### config.mk
export PLATFORM = sky130hd
export DESIGN_NAME = ham_tx_ctrl
export DESIGN_NICKNAME = d
export VERILOG_FILES = /design/src/rtl/ham_tx_ctrl.sv
export SDC_FILE = /design/constraint.sdc
export NUM_CORES = 1
export LEC_CHECK = 0
export ABC_AREA = 1
export CORE_ASPECT_RATIO = 1.5
export CORE_MARGIN = 8
export CORE_UTILIZATION = 60
export CTS_CLUSTER_SIZE = 30
export DETAILED_ROUTE_END_ITERATION = 8
export DONT_BUFFER_PORTS = 1
export PLACE_DENSITY_LB_ADDON = 0.1
export SLEW_MARGIN = 30
export SYNTH_ARGS = -nofsm -noshare
export SYNTH_HDL_FRONTEND = slang
export SYNTH_HIERARCHICAL = 1
export SYNTH_SLANG_ARGS = --single-unit
### constraint.sdc
create_clock -name clk -period 1.9 [get_ports clk]
set_input_delay 0.095 -clock clk [delete_from_list [all_inputs] [get_ports clk]]
set_output_delay 0.095 -clock clk [all_outputs]
set_load 0.02 [all_outputs]
### src/rtl/ham_tx_ctrl.sv
// ham_tx_ctrl: byte-level transmit controller for the Hamming link.
// Accepts one byte per valid/ready handshake, encodes the low then the high
// nibble as (7,4) Hamming codewords and sends each as a framed serial word:
// start(0), 7 codeword bits MSB first, [even parity], stop(1).
//
// Optional feature macro: HAM_TX_PARITY_EN (adds the parity bit per frame).
//
// Ports:
//   clk        system clock, rising edge
//   rst_n      asynchronous active-low reset
//   in_valid   upstream byte valid
//   in_data    upstream byte, [3:0] sent first, [7:4] second
//   in_ready   controller is idle and can accept a byte
//   tx_out     serial line, idles high
//   busy       a byte is being transmitted
//   byte_done  one-cycle pulse after the high frame's stop bit
module ham_tx_ctrl #(
    parameter int unsigned BIT_CYCLES = 4
) (
    input  logic       clk,
    input  logic       rst_n,
    input  logic       in_valid,
    input  logic [7:0] in_data,
    output logic       in_ready,
    output logic       tx_out,
    output logic       busy,
    output logic       byte_done
);

    localparam int unsigned BAUD_W = 8;
    localparam int unsigned CODE_W = 7;
    localparam logic [BAUD_W-1:0] BAUD_LAST = BAUD_W'(BIT_CYCLES - 1);

`ifdef HAM_TX_PARITY_EN
    typedef enum logic [2:0] {S_IDLE, S_START, S_DATA, S_PAR, S_STOP} state_t;
`else
    typedef enum logic [2:0] {S_IDLE, S_START, S_DATA, S_STOP} state_t;
`endif

    state_t              r_state;
    logic [BAUD_W-1:0]   r_baud;
    logic [2:0]          r_bit_idx;
    logic                r_half;
    logic [7:0]          r_byte;
    logic [CODE_W-1:0]   r_shift;
    logic                r_in_ready;
    logic                r_busy;
    logic                r_tx;
    logic                r_done;
`ifdef HAM_TX_PARITY_EN
    logic                r_par;
`endif

    logic [CODE_W-1:0]   w_code_lo;
    logic [CODE_W-1:0]   w_code_hi;
    logic [CODE_W-1:0]   w_code;
    logic                w_bit_end;

    // One encoder per nibble; half selects which codeword is loaded.
    Hamming_encoder u_enc_lo (
        .i_nibble (r_byte[3:0]),
        .o_code   (w_code_lo)
    );

    Hamming_encoder u_enc_hi (
        .i_nibble (r_byte[7:4]),
        .o_code   (w_code_hi)
    );

    assign w_code    = r_half ? w_code_hi : w_code_lo;
    assign w_bit_end = (r_baud == BAUD_LAST);

    // Sequencer. Outputs are registered alongside the state they belong to,
    // so they change on the same edge the state does.
    always_ff @(posedge clk or negedge rst_n) begin
        if (!rst_n) begin
            r_state    <= S_IDLE;
            r_baud     <= '0;
            r_bit_idx  <= '0;
            r_half     <= 1'b0;
            r_byte     <= '0;
            r_shift    <= '0;
`ifdef HAM_TX_PARITY_EN
            r_par      <= 1'b0;
`endif
            r_in_ready <= 1'b1;
            r_busy     <= 1'b0;
            r_tx       <= 1'b1;
            r_done     <= 1'b0;
        end else begin
            r_done <= 1'b0;
            case (r_state)
                S_IDLE: begin
                    if (in_valid && r_in_ready) begin
                        r_byte     <= in_data;
                        r_half     <= 1'b0;
                        r_baud     <= '0;
                        r_state    <= S_START;
                        r_tx       <= 1'b0;
                        r_in_ready <= 1'b0;
                        r_busy     <= 1'b1;
                    end
                end
                S_START: begin
                    if (w_bit_end) begin
                        // Codeword MSB goes straight to the line; the rest waits in the shifter.
                        r_state   <= S_DATA;
                        r_baud    <= '0;
                        r_bit_idx <= 3'd6;
                        r_tx      <= w_code[6];
                        r_shift   <= {w_code[5:0], 1'b0};
`ifdef HAM_TX_PARITY_EN
                        r_par     <= ^w_code;
`endif
                    end else begin
                        r_baud <= r_baud + BAUD_W'(1);
                    end
                end
                S_DATA: begin
                    if (w_bit_end) begin
                        r_baud <= '0;
                        if (r_bit_idx == 3'd0) begin
`ifdef HAM_TX_PARITY_EN
                            r_state <= S_PAR;
                            r_tx    <= r_par;
`else
                            r_state <= S_STOP;
                            r_tx    <= 1'b1;
`endif
                        end else begin
                            r_bit_idx <= r_bit_idx - 3'd1;
                            r_tx      <= r_shift[6];
                            r_shift   <= {r_shift[5:0], 1'b0};
                        end
                    end else begin
                        r_baud <= r_baud + BAUD_W'(1);
                    end
                end
`ifdef HAM_TX_PARITY_EN
                S_PAR: begin
                    if (w_bit_end) begin
                        r_state <= S_STOP;
                        r_baud  <= '0;
                        r_tx    <= 1'b1;
                    end else begin
                        r_baud <= r_baud + BAUD_W'(1);
                    end
                end
`endif
                S_STOP: begin
                    if (w_bit_end) begin
                        r_baud <= '0;
                        if (!r_half) begin
                            // High frame follows with no idle gap.
                            r_half  <= 1'b1;
                            r_state <= S_START;
                            r_tx    <= 1'b0;
                        end else begin
                            r_state    <= S_IDLE;
                            r_tx       <= 1'b1;
                            r_done     <= 1'b1;
                            r_in_ready <= 1'b1;
                            r_busy     <= 1'b0;
                        end
                    end else begin
                        r_baud <= r_baud + BAUD_W'(1);
                    end
                end
                default: begin
                    r_state    <= S_IDLE;
                    r_baud     <= '0;
                    r_bit_idx  <= '0;
                    r_tx       <= 1'b1;
                    r_in_ready <= 1'b1;
                    r_busy     <= 1'b0;
                end
            endcase
        end
    end

    assign in_ready  = r_in_ready;
    assign busy      = r_busy;
    assign tx_out    = r_tx;
    assign byte_done = r_done;

endmodule

// Hamming_encoder: (7,4) encoder. Codeword positions 1..7 map to
// o_code[6..0]; parity at positions 1,2,4, data d3,d2,d1,d0 at 3,5,6,7.
//   i_nibble  4-bit data
//   o_code    7-bit codeword, o_code[6] is position 1
module Hamming_encoder (
    input  logic [3:0] i_nibble,
    output logic [6:0] o_code
);

    logic w_p1;
    logic w_p2;
    logic w_p4;

    assign w_p1   = i_nibble[3] ^ i_nibble[2] ^ i_nibble[0];
    assign w_p2   = i_nibble[3] ^ i_nibble[1] ^ i_nibble[0];
    assign w_p4   = i_nibble[2] ^ i_nibble[1] ^ i_nibble[0];
    assign o_code = {w_p1, w_p2, i_nibble[3], w_p4, i_nibble[2], i_nibble[1], i_nibble[0]};

endmodule

Word-level counts from Yosys, hierarchy flattened
Cells that the tools add are included.
{"block": "classes", "muxes": 37, "n_bitwise": 14, "reduce_logical": 15, "eq_ne": 11, "addsub": 2}
{"op": "$mux 7", "n": 4}
{"op": "$mux 3", "n": 8}
{"op": "$mux 8", "n": 2}
{"op": "$pmux 8 s2", "n": 1}
{"op": "$reduce_and 4->1", "n": 4}
{"op": "$mux 1", "n": 15}
{"op": "$ne 2x2->1 const B", "n": 7}
{"op": "$pmux 7 s2", "n": 1}
{"op": "$pmux 3 s4", "n": 1}
{"op": "$xor 1x1->1", "n": 12}
{"op": "$pmux 3 s3", "n": 1}
{"op": "$add 8x1->8 const B", "n": 1}
{"op": "$eq 8x2->1 const B", "n": 1}
{"op": "$eq 3x2->1 const B", "n": 2}
{"op": "$logic_not 3->1", "n": 2}
{"op": "$pmux 1 s3", "n": 2}
{"op": "$reduce_and 5->1", "n": 1}
{"op": "$pmux 1 s4", "n": 1}
{"op": "$reduce_bool 2->1", "n": 2}
{"op": "$reduce_or 2->1", "n": 2}
{"op": "$eq 3x1->1 const B", "n": 1}
{"op": "$reduce_and 3->1", "n": 1}
{"op": "$reduce_or 3->1", "n": 1}
{"op": "$sub 3x1->3 const B", "n": 1}
{"op": "4 further kinds", "n": 5}
{"block": "word_totals", "wordCells": 89, "regBits": 34}

Depth between registers and ports, before layout
{"block": "depth", "ltp_word": 5, "depth_mapped": 11, "mapped_depth_nobuf": 10}

By module
The synthesis kept the hierarchy.
{"mod": "ham_tx_ctrl", "area_per_inst_um2": 1858.0, "instances": 1, "cells_each": 246, "seq_area_each_um2": 803.3}
{"mod": "Hamming_encoder", "area_per_inst_um2": 153.9, "instances": 2, "cells_each": 32, "seq_area_each_um2": 0.0}

Worst setup path after synthesis
Ideal clock, no wire load.
{"block": "synth_timing", "path_kind": "reg-to-reg", "startpoint": "reg r_state[0]", "endpoint": "reg r_shift[1]", "arrival_time_ns": 1.294, "slack_ns": 0.483, "t_required_ns": 1.777, "path_stages_with_launch": 9, "synth_period_minus_slack_ns": 1.417, "cell_sequence": "dfrtp_1 > inv_1 > ha_1 > inv_2 > nand2_2 > nand3_2 > buf_6 > nand2_1 > o21ai_2"}
{"block": "synth_between", "elab_chain_cells": 3, "word_cells_on_any_way": 8, "classes_between": "eq/ne (5); mux (1); reduce/logical (2)"}
{"element": "start, declared", "line": "40", "source": "state_t r_state;"}
{"element": "start signal, assigned", "line": "77", "source": "r_state <= S_IDLE;"}
{"element": "start signal, assigned", "line": "98", "source": "r_state <= S_START;"}
{"element": "start signal, assigned", "line": "107", "source": "r_state <= S_DATA;"}
{"element": "$eq 3x2->1 or $eq 3x1->1 (tied branches)", "line": "92", "source": "case (r_state)"}
{"element": "$ne 2x2->1 (no source line) or $reduce_bool 2->1 (tied branches)"}
{"element": "$reduce_and 4->1 (no source line)"}
{"element": "end signal, assigned", "line": "111", "source": "r_shift <= {w_code[5:0], 1'b0};"}
{"element": "end signal, assigned", "line": "133", "source": "r_shift <= {r_shift[5:0], 1'b0};"}
{"element": "end, declared", "line": "45", "source": "logic [CODE_W-1:0] r_shift;"}
Parallel ways exist; a longest one is shown, timed or not.
A chain may end at the register's enable or synchronous reset.

Final worst setup path
{"block": "layout_timing", "startpoint": "reg r_state[0]", "endpoint": "reg r_shift[2]"}
The elaborated chain is that of the path after synthesis.

==> metrics <==
status finished, final reports clean; height of the die between 80 and 90 um; number of detailed-route iterations in the first pass 4; count of flip-flops with a built-in enable after synthesis 0; Pins Over Slew Limit 0; antenna diode instance count 0; Layout Skew 0.0151 ns; most common library cell in the layout ignoring fill and taps sky130_fd_sc_hd__nand2_1; number of buffers created by CTS 5; Placed Instance Area 2080 sq um; Antenna Violating Nets Remaining 0; mux cell area share after synthesis 0%; layout net count roughly 330; CTS tree done; period utilization 87.8%; root buffer cell sky130_fd_sc_hd__clkbuf_8; Psw 0.270 mW; Min-Delay Startpoint in_valid; fraction of layout instances using a drive strength above 1 13.5%; final-layout worst hold slack 0.0973 ns; Reg-to-Reg Start r_state[0]; global-route wire length before repair 7770 um; maximum number of pins on one net before global-route repair 33; global routing met1 resource utilization between 10% and 20%; Skew-Pair Late Insertion Delay 0.29 ns; Setup crit start kind register; unique cell type count in the Yosys netlist 24; average routed wire per standard cell 12.6 um; met3 GRT Util between 3 and 4%; buffers and inverters on the worst path 2; worst reg-to-reg path cell count 7; path type of the worst setup path register to register; final hold vios 0; Synth async-reset ratio 100%; commonest non-fill, non-tap cells in the layout sky130_fd_sc_hd__nand2_1, sky130_fd_sc_hd__nand3_1, sky130_fd_sc_hd__dfrtp_1, sky130_fd_sc_hd__inv_1, sky130_fd_sc_hd__nor2_1; critical path cell sequence inv_1, ha_2, inv_2, nand2_2, nand3_2, nand2_1, o21ai_2; highest clock frequency the design can meet 600 MHz; area share of and/or/nand/nor cells after synthesis 39.7%; post-route DRC violation count 0; max-slew headroom at the worst pin about four fifths; Max rail drop VDD 0.615 mV; Adder-Cell Fraction of Synth Area 4.62%; worst min-delay path endpoint busy; count of buffers inserted at the top-level ports 0; type of the worst min-delay path primary input to register; number of antenna violations at the first check in global routing 0; instance count of the mapped netlist 310; predominant post-synthesis flop cell sky130_fd_sc_hd__dfrtp_1; Total Routing Usage GR 16.7%; Detail Placement HPWL 3230 um; category of the worst setup path capture point register; row count 26; fraction of met2 tracks used by global routing 31.1%; num ports 15; total grt overflow 0; Compound-Gate Fraction of Synth Area 6.35%; Fill cells 328; number of vias after detailed routing 1820; Mapped Nets 329; average instance area after synthesis around 7 sq um; switching share of power 20.8%; final standard cell area without fillers 2290 sq um; final critical delay including setup and external delays 1.67 ns; routability congestion estimate from global placement 0.827; effective utilization at floorplan 62.8%; reg-to-reg endpoint r_shift[2]; dominant combinational cell family by area after synthesis simple AND/OR/NAND/NOR gates; Routed WL 4440 um; netlist area before placement 2170 sq um; max capacitance violation total 0; final setup vio count 0; setup slack of the worst register-to-register path 0.23 ns; share of power burned in the clock network roughly 45%; setup total negative slack 0 ns; Post-Synth XOR/XNOR Area 0%; number of global-route vias before repair 1792; Die Area 5830 sq um; Crit-path slowest cell sky130_fd_sc_hd__dfrtp_1; Worst Path Required 2.06 ns; total power draw between 1 and 1.5 mW; postcts setup bufs 0; total clock sinks 32; area overhead of the layout relative to synthesis 5.89%; Stages on worst setup path 7; buffer levels on the longest clock path 2; internal portion of total power 1.03 mW; global-route layer with the greatest usage met2; total number of H-tree levels 2; power density relative to cell area 566 nW/um^2; maximum fanout count along the critical path 13; critical path launch point r_state[0]; horizontal die dimension 65.1 um; Leakage Power 1.14 nW; combinational power share 2.5%; sequential fraction of design power 52.5%; RSZ-0062 raised after global routing false; Vias per Instance about 5.2; kind of cell adding the most delay to the critical path simple AND/OR/NAND/NOR gates; actual slew at the worst max-slew pin 0.321 ns; count of cells along the worst hold path 4; clock input transition at the sequential cells of the worst setup and hold paths roughly 0.070 ns; Yosys warning count 6; number of flip-flops and latches in the synthesized netlist 32; delay of the slowest cell on the worst path about 0.41 ns; sequential area share after synthesis 37.1%; Data arrival, critical path ~1.8 ns; core region area 3450 sq um; Core Util, Final 66.5%; first-iteration detailed-routing DRC count 111
cells by family after synthesis:
| logic type | count (synthesis) |
|---|---|
| AO/OA/AOI/OAI | 22 |
| adder cells (fa/ha/maj) | 8 |
| buffers and inverters | 51 |
| flip-flops | 32 |
| AND/OR/NAND/NOR | 197 |
synth_stat cells, types with 2 or more instances:
cell type	count	share of area, %
sky130_fd_sc_hd__o21ai_1	5	1.2
sky130_fd_sc_hd__dfrtp_1	30	35
sky130_fd_sc_hd__inv_1	21	3.6
sky130_fd_sc_hd__nor2_1	20	3.5
sky130_fd_sc_hd__ha_1	8	4.6
sky130_fd_sc_hd__buf_6	2	1.0
sky130_fd_sc_hd__nor2_4	2	1.0
sky130_fd_sc_hd__nand3_1	30	6.9
sky130_fd_sc_hd__nand4_1	7	2.0
sky130_fd_sc_hd__buf_2	2	0.46
sky130_fd_sc_hd__buf_4	15	5.2
sky130_fd_sc_hd__inv_2	11	1.9
sky130_fd_sc_hd__o21ai_2	6	2.4
sky130_fd_sc_hd__nand2_2	5	1.4
sky130_fd_sc_hd__dfstp_2	2	2.4
sky130_fd_sc_hd__a21oi_1	2	0.46
sky130_fd_sc_hd__o21ai_0	7	1.6
sky130_fd_sc_hd__nand3_2	3	1.4
sky130_fd_sc_hd__nor3_1	5	1.2
sky130_fd_sc_hd__nor2_2	2	0.58
sky130_fd_sc_hd__nand2_1	122	21
layer usage:
metal,vias to the layer above,share of wire (%),wire length (um)
li1,964,-,-
met1,823,42,1870
met2,22,52,2320
met3,11,3.4,151
met4,0,2.1,95
met5,-,0,0
worst max path at each step:
stage / to / slack, ns
floorplan: r_shift[1] / 0.48
global placement: r_shift[1] / 0.24
detailed placement: r_shift[1] / 0.16
CTS: r_shift[2] / 0.11
global route: r_shift[2] / 0.09
finish: r_shift[2] / 0.23
what timing repair did:
action                                  CTS  global route
gates resized for setup                   0             1
hold endpoints to repair                 40             0
hold buffers                             10             0
endpoints found under the setup margin    0             3
worst register-to-register path, stage by stage, from the launching register on:
cell and delay (ns):
sky130_fd_sc_hd__dfrtp_1 0.41, sky130_fd_sc_hd__inv_1 0.12, sky130_fd_sc_hd__ha_2 0.27, sky130_fd_sc_hd__inv_2 0.13, sky130_fd_sc_hd__nand2_2 0.12, sky130_fd_sc_hd__nand3_2 0.26
sky130_fd_sc_hd__nand2_1 0.18, sky130_fd_sc_hd__o21ai_2 0.06
through the flow:
stage	instances	worst slack (ns)
global route	352	0.0929
floorplan	310	0.483
global placement	334	0.236
finish	352	0.233
CTS	352	0.106
detailed placement	334	0.161
state kept, by name, summed over array words and instances, names as in the netlist:
name and count:
busy 1, byte_done 1, in_ready 1, r_baud 8
r_bit_idx 3, r_byte 8, r_half 1, r_shift 6
r_state 2, tx_out 1
cell type report:
class                           instances  area [sq um]  area share [%]
Multi-Input combinational cell        227          1100            48.0
Clock buffer                            8           100            4.36
Timing Repair Buffer                   11           118            5.13
Tap cell                               42          52.6            2.29
Inverter                               32           120            5.24
Sequential cell                        32           803            35.0
power by group through the flow:
stage          sequential, mW  clock (mW)  combinational, mW
2_1_floorplan           0.694           0         0.00000124
3_3_place_gp            0.694           0         0.00000114
3_5_place_dp            0.694           0         0.00000114
4_1_cts                 0.681       0.590             0.0339
5_1_grt                 0.681       0.621             0.0365
6_report                0.681       0.585             0.0326
(Power assumes the default switching activity.)
